`src/rtl/ram_ctrl_pkg.sv`:
```
// rtl/ram_ctrl_pkg.sv - shared state and port-index definitions for the RAM write scheduler
package ram_ctrl_pkg;

  typedef enum logic {
    ST_CLEAR = 1'b0,
    ST_RUN   = 1'b1
  } state_e;

  localparam int PORT_A = 0;
  localparam int PORT_B = 1;

endpackage

```
`src/rtl/rr_arbiter_2.sv`:
```
// rtl/rr_arbiter_2.sv - two-way round-robin grant with next last-served computation
module rr_arbiter_2
  import ram_ctrl_pkg::*;
(
  input  logic [1:0] req,
  input  logic       advance,
  input  logic       last_served,
  output logic [1:0] grant,
  output logic       last_served_next
);

  always_comb begin
    grant = req;
    // On contention favour whichever port did not win the previous transfer
    if (req == 2'b11) begin
      grant = 2'b00;
      if (last_served) grant[PORT_A] = 1'b1;
      else             grant[PORT_B] = 1'b1;
    end
  end

  always_comb begin
    last_served_next = last_served;
    if (advance) last_served_next = grant[PORT_B];
  end

endmodule

```
`src/rtl/ram_1w_1ra_write_scheduler.sv`:
```
// rtl/ram_1w_1ra_write_scheduler.sv - clears the RAM then arbitrates two write requesters onto one write port
module ram_1w_1ra_write_scheduler
  import ram_ctrl_pkg::*;
#(
  parameter int                   wordCount    = 16,
  parameter int                   wordWidth    = 32,
  parameter int                   addressWidth = 4,
  parameter logic [wordWidth-1:0] initValue    = '0
) (
  input  logic                    clk,
  input  logic                    resetn,
  input  logic                    a_valid,
  output logic                    a_ready,
  input  logic [addressWidth-1:0] a_addr,
  input  logic [wordWidth-1:0]    a_data,
  input  logic                    b_valid,
  output logic                    b_ready,
  input  logic [addressWidth-1:0] b_addr,
  input  logic [wordWidth-1:0]    b_data,
  input  logic                    flush_req,
  output logic                    busy,
  output logic                    clear_done,
  output logic                    ram_wr_en,
  output logic [addressWidth-1:0] ram_wr_addr,
  output logic [wordWidth-1:0]    ram_wr_data
);

  localparam logic [addressWidth-1:0] LAST_ADDR = addressWidth'(wordCount - 1);

  state_e                  state_q, state_d;
  logic [addressWidth-1:0] clear_ptr_q, clear_ptr_d;
  logic                    last_q, last_d;
  logic                    wr_en_q, wr_en_d;
  logic [addressWidth-1:0] wr_addr_q, wr_addr_d;
  logic [wordWidth-1:0]    wr_data_q, wr_data_d;
  logic                    clear_done_q, clear_done_d;

  logic [1:0] grant;
  logic       accept_a, accept_b;
  logic       running;

  assign running  = (state_q == ST_RUN) && !flush_req;
  assign a_ready  = running && grant[PORT_A];
  assign b_ready  = running && grant[PORT_B];
  assign accept_a = a_ready && a_valid;
  assign accept_b = b_ready && b_valid;

  rr_arbiter_2 u_arb (
    .req              ({b_valid, a_valid}),
    .advance          (accept_a || accept_b),
    .last_served      (last_q),
    .grant            (grant),
    .last_served_next (last_d)
  );

  always_comb begin
    state_d      = state_q;
    clear_ptr_d  = clear_ptr_q;
    wr_en_d      = 1'b0;
    wr_addr_d    = wr_addr_q;
    wr_data_d    = wr_data_q;
    clear_done_d = 1'b0;
    case (state_q)
      ST_CLEAR: begin
        wr_en_d   = 1'b1;
        wr_addr_d = clear_ptr_q;
        wr_data_d = initValue;
        if (clear_ptr_q == LAST_ADDR) begin
          clear_ptr_d  = '0;
          state_d      = ST_RUN;
          clear_done_d = 1'b1;
        end else begin
          clear_ptr_d = clear_ptr_q + 1'b1;
        end
      end
      ST_RUN: begin
        if (flush_req) begin
          state_d = ST_CLEAR;
        end else if (accept_a) begin
          wr_en_d   = 1'b1;
          wr_addr_d = a_addr;
          wr_data_d = a_data;
        end else if (accept_b) begin
          wr_en_d   = 1'b1;
          wr_addr_d = b_addr;
          wr_data_d = b_data;
        end
      end
      default: state_d = ST_CLEAR;
    endcase
  end

  always_ff @(posedge clk or negedge resetn) begin
    if (!resetn) begin
      state_q      <= ST_CLEAR;
      clear_ptr_q  <= '0;
      last_q       <= 1'b1;
      wr_en_q      <= 1'b0;
      wr_addr_q    <= '0;
      wr_data_q    <= '0;
      clear_done_q <= 1'b0;
    end else begin
      state_q      <= state_d;
      clear_ptr_q  <= clear_ptr_d;
      last_q       <= last_d;
      wr_en_q      <= wr_en_d;
      wr_addr_q    <= wr_addr_d;
      wr_data_q    <= wr_data_d;
      clear_done_q <= clear_done_d;
    end
  end

  assign busy        = (state_q == ST_CLEAR);
  assign clear_done  = clear_done_q;
  assign ram_wr_en   = wr_en_q;
  assign ram_wr_addr = wr_addr_q;
  assign ram_wr_data = wr_data_q;

endmodule

```
`config.mk`:
```
export PLATFORM = sky130hd
export DESIGN_NAME = ram_1w_1ra_write_scheduler
export DESIGN_NICKNAME = d
export VERILOG_FILES = /design/src/rtl/ram_ctrl_pkg.sv /design/src/rtl/rr_arbiter_2.sv /design/src/rtl/ram_1w_1ra_write_scheduler.sv
export SDC_FILE = /design/constraint.sdc
export NUM_CORES = 1
export LEC_CHECK = 0
export CAP_MARGIN = 20
export CORE_MARGIN = 2
export CORE_UTILIZATION = 38
export DETAILED_ROUTE_END_ITERATION = 12
export PLACE_DENSITY = 0.86
export SKIP_LAST_GASP = 1
export SLEW_MARGIN = 20
export SYNTH_ARGS = -nofsm -noshare
export SYNTH_HDL_FRONTEND = slang
export SYNTH_SLANG_ARGS = --single-unit
export TNS_END_PERCENT = 20
```
`constraint.sdc`:
```
create_clock -name clk -period 1.53 [get_ports clk]
set_input_delay 0.306 -clock clk [delete_from_list [all_inputs] [get_ports clk]]
set_output_delay 0.306 -clock clk [all_outputs]
set_load 0.02 [all_outputs]
```
---- Word level (Yosys, flattened, before mapping) ----
Cells that the tools add are included.
cells by class
  add/sub/neg operators ................... 1
  equal/unequal tests ..................... 4
  mux-type cells .......................... 20
  bitwise operators ....................... 1
  reductions and logical operators ........ 8
operators by type and width
  operator                                                          number
  32-bit 2-to-1 mux                                                 3
  32-bit case mux with 2 select lines                               1
  4-bit 2-to-1 mux                                                  4
  1-bit 2-to-1 mux                                                  8
  4-bit case mux with 2 select lines                                1
  1-bit logical AND                                                 5
  4-bit by 1-bit adder with 4-bit output (second input constant)    1
  4-bit == test (second input constant)                             1
  1-bit case mux with 2 select lines                                2
  3-bit by 1-bit != test with 1-bit output (second input constant)  1
  2-bit == test (second input constant)                             1
  2-bit 2-to-1 mux                                                  1
  2-bit != test (second input constant)                             1
  2-bit AND reduction                                               1
  1-bit zero test                                                   1
  1-bit logical OR                                                  1
  1-bit NOT                                                         1
storage, ports and cells
  register bits ........................... 44
  input bits .............................. 77
  output and inout port bits .............. 41
  logic and storage cells ................. 41

---- Depth between registers and ports, before layout ----
  depth in word-level cells ............... 8
  gate-level depth with buffers ........... 5
  depth with buffers taken out ............ 4

---- Modules after synthesis ----
From an unflattened synthesis, not the netlist that was laid out.
unflattened totals
  cell total of the unflattened synthesis .. 170
  area, all modules ....................... 2,072.0 um^2
by module, submodules not included
  module                      instances  cells each  area each (um^2)  seq. area each (um^2)
  ram_1w_1ra_write_scheduler  1          166         2,034.5           1,102.3
  rr_arbiter_2                1          4           37.5              0.0

---- Worst setup path before layout ----
OpenSTA, ideal clock, no wires.
  kind .................................... register to output
  start ................................... reg last_q
  end ..................................... out a_ready
  data arrival time ....................... 1,078 ps
  data required time ...................... 1,224 ps
  setup slack ............................. 146 ps
  cell stages (with the launch flop) ...... 4
  buffers on the path ..................... 1
  cell sequence ........................... dfstp_2 and2b_4 nor3_4 buf_6
between the ends
  longest elaborated chain between the ends .. 3
RTL lines
  item                      line                               source
  start: declaration        ram_1w_1ra_write_scheduler.sv:32   logic last_q, last_d;
  start signal: assignment  ram_1w_1ra_write_scheduler.sv:105  last_q <= last_d;
  1-bit 2-to-1 mux          rr_arbiter_2.sv:17                 if (last_served) grant[PORT_A] = 1'b1;
  2-bit 2-to-1 mux          rr_arbiter_2.sv:15                 if (req == 2'b11) begin
  1-bit logical AND         ram_1w_1ra_write_scheduler.sv:43   assign a_ready = running && grant[PORT_A];
  end: declaration          ram_1w_1ra_write_scheduler.sv:13   output logic a_ready,
No other way between the ends.

---- Worst setup path after layout ----
Same ends and word-level chain as after synthesis.

==> key figures <==
Run status
  • Status: finished, violations left
  • Failing checks: setup timing

Worst setup path
  • Depth of the most critical reg-to-reg path: 5
  • Startpoint types: flop
  • Data required, critical path: approximately 1.2 ns
  • CP arrival: 1.29 ns
  • Critical Path Fanout Max: 2
  • Critical Path End Type: primary output
  • Crit Path Category: flop to primary output
  • Reg-to-Reg End: ram_wr_data[10]
  • R2R Setup Slk: 0 ns
  • Reg2reg start: last_q

STA
  • Slew margin rel.: 0.658
  • Worst Skew: 0.00792 ns
  • Max Clock Freq: 625 MHz
  • Slew Viols, Final: 0
  • RSZ-0062 raised after global routing: true
  • Final worst-path cycle share: 1.05
  • Final number of hold-violating endpoints: 0
  • Setup ws final: -0.0709 ns
  • Slew @ Worst Pin: 0.514 ns
  • Setup-failing EPs final: 23
  • Fin crit period: between 1.5 and 2 ns

Drt
  • Post-route ant nets: 0
  • Drt pass-1 iters: 4
  • WL per Instance: approximately 17 um
  • Drt drc: 0
  • Total wire length: ~6400 um
  • First DRT Iteration DRCs: 76
  • Vias per cell: ~5.3
  • Via count: about 2,000

Global route
  • First-pass GRT wire length: about 10,000 um
  • Vias in the first global route: between 2,000 and 2,500
  • Largest net degree at the start of global routing: 31
  • Grt ovf: 0
  • Overall Global Routing Usage: 0.214
  • Initial antenna violation count: 0

Clock network
  • Clk_lat worst skew: between 0.2 and 0.3 ns
  • CTS tree: built
  • CTS clk-pin slew, worst paths: about 0.08 ns
  • H-tree depth: 2
  • Deepest clock path buffer count: 2
  • CTS buffer count: 5
  • TritonCTS sink count: 44
  • Root Driver: clkbuf_8

Place
  • RePlAce Congestion: roughly 0.8
  • HPWL Detailed: ~4500 um
  • DP Area: about 0.0034 mm^2
  • Dpl ws: -0.589 ns
  • # port buffers: about 120
  • # placed instances: around 360

Floorplanning
  • Initial Utilization: 0.388
  • Die span in x: roughly 80 um
  • Rows: 27
  • CORE AREA: 0.00541 mm^2
  • Die H: roughly 78 um
  • I/O pins: about 120
  • Die area: 0.00612 mm^2

Synth
  • Seq/Total Area, Yosys: 0.526
  • Yosys warns: 0
  • Synth top area share: 0.514
  • Netlist Area Pre-Place: around 0.0021 mm^2
  • Netlist cell types: 34
  • Synth Net Count: approximately 250
  • Area leader, netlist: dfrtp_1
  • Top cells by area, synth: dfrtp_1 (51%), a221o_1 (14%), and3_1 (9.0%), buf_6 (4.3%), a311oi_1 (2.9%)
  • Post-Synthesis Cells: approximately 170
  • #FFs+latches synth: between 40 and 50
  • Avg Inst Size Synth: roughly 12 um^2

Power and ir drop
  • Design Power: between 4000 and 5000 uW
  • Worst vdd ir: around 0.72 mV
  • Pwr Density: 1110 mW/mm^2
  • P_leak: around 0.0019 uW

Hold path
  • Hold_sp: clear_ptr_q[2]
  • Worst hold stages: 1
  • Hold EP: clear_ptr_q[2]
  • Worst hold path class: flop to flop

Finish
  • Core Util, Final: 0.669
  • Fraction of layout cells with a size suffix above 1: 0.138
  • Diodes inserted: 0
  • Final Instance Area: roughly 0.0036 mm^2
  • Synth-to-layout area growth: 72.6%
  • Final net count: approximately 380
  • Fin cells: approximately 380
  • Filler Cell Count: a little over 400

Job
  • Max-Cap Viols: 0
==> flip-flops by register name (all words and copies together), names as in the netlist <==
name         count
ram_wr_data     32
clear_ptr_q      4
ram_wr_addr      4
clear_done       1
last_q           1
ram_wr_en        1
state_q          1
==> kinds of logic after synthesis <==
| family | count (synthesis) | synth area share |
|---|---|---|
| flops | 44 | 0.526 |
| mux | 4 | 0.0197 |
| simple gates | 45 | 0.138 |
| compound gates | 57 | 0.234 |
| buf+inv | 20 | 0.0675 |
| fa+ha+maj | 1 | 0.00597 |
| xor+xnor | 2 | 0.00836 |
==> final cells by class <==
type | instances | area (um^2) | area share
timing repair buffer | 139 | 1430 | 0.396
sequential | 44 | 1100 | 0.305
multi-input combinational | 109 | 866 | 0.239
tap | 72 | 90.1 | 0.0249
clock buffer | 5 | 68.8 | 0.0190
clock inverter | 3 | 42.5 | 0.0118
inverter | 4 | 15.0 | 0.00415
==> critical path, stage by stage (launching register included) <==
cell and delay (ns):
dfstp_2 0.53, and2b_4 0.19, nor3_4 0.13, buf_6 0.15
==> cells in the final DEF, fill, tap and decap left out, drive strengths merged, types with 2 or more instances in the layout <==
| master | n |
|---|---|
| clkdlybuf4s50 | 94 |
| dfrtp | 43 |
| and3 | 30 |
| a221o | 29 |
| buf | 23 |
| dlymetal6s2s | 12 |
| o21ai | 7 |
| a311oi | 7 |
| a22oi | 7 |
| dlygate4sd2 | 7 |
| clkbuf | 5 |
| nand2 | 5 |
| inv | 4 |
| mux2i | 3 |
| a21oi | 2 |
| bufbuf | 2 |
| nor2 | 2 |
==> metrics by stage <==
step / hold slack [ns] / setup TNS (ns)
final: 0.475 / -0.680
after floorplan: 0.0104 / 0
after detailed placement: 0.304 / -14.83
after global placement: 0.295 / -14.87
after global routing: 0.504 / -3.09
after CTS: 0.477 / -1.58
==> synthesized netlist by cell type <==
cell	instances
o21bai_1	1
and3b_1	1
inv_1	4
dfstp_2	1
nor2b_1	1
and2_1	1
a221o_1	29
a22oi_1	7
xnor2_1	1
nand2_1	5
clkbuf_1	3
mux2i_1	3
nor2_4	1
buf_6	8
o22a_1	1
xor2_1	1
a311oi_1	7
a21o_1	1
o21a_1	1
or2_0	1
mux2_2	1
clkbuf_2	1
nand2b_1	1
nor3_4	1
o21ai_0	7
dfrtp_1	43
a41o_1	1
or2b_1	1
and3_1	30
a21oi_1	2
ha_1	1
nor2_1	1
buf_2	4
and2b_4	1
==> layer usage <==
| metal | global-route usage | vias to the layer above | part of all wire |
|---|---|---|---|
| met5 | 0 | - | 0 |
| met4 | 0.0596 | 0 | 0.014 |
| met3 | 0.0529 | 8 | 0.060 |
| met2 | 0.352 | 81 | 0.49 |
| met1 | 0.282 | 966 | 0.44 |
| li1 | - | 943 | - |
==> repair_timing <==
item                                    CTS  global route
hold buffers                              1             0
gates cloned                              2             0
endpoints found under the setup margin   76            65
resized for setup                        30            12
endpoints found under the hold margin    19             0
pin swaps                                 1             0
setup buffers                             2             0
==> where the power goes <==
group | total, uW | switching [uW] | internal [uW] | leakage, uW
sequential | 1530 | 147 | 1380 | 0.000588
clock | 874 | 391 | 483 | 0.0000541
combinational | 1620 | 748 | 875 | 0.00125
==> worst max path at each step <==
stage | start | endpoint | cells past startpoint
floorplan | last_q | a_ready | 3
global placement | flush_req | a_ready | 4
detailed placement | flush_req | a_ready | 4
CTS | last_q | a_ready | 3
global route | last_q | a_ready | 3
finish | last_q | a_ready | 3
Note: power is estimated with default switching activity, not from simulation.
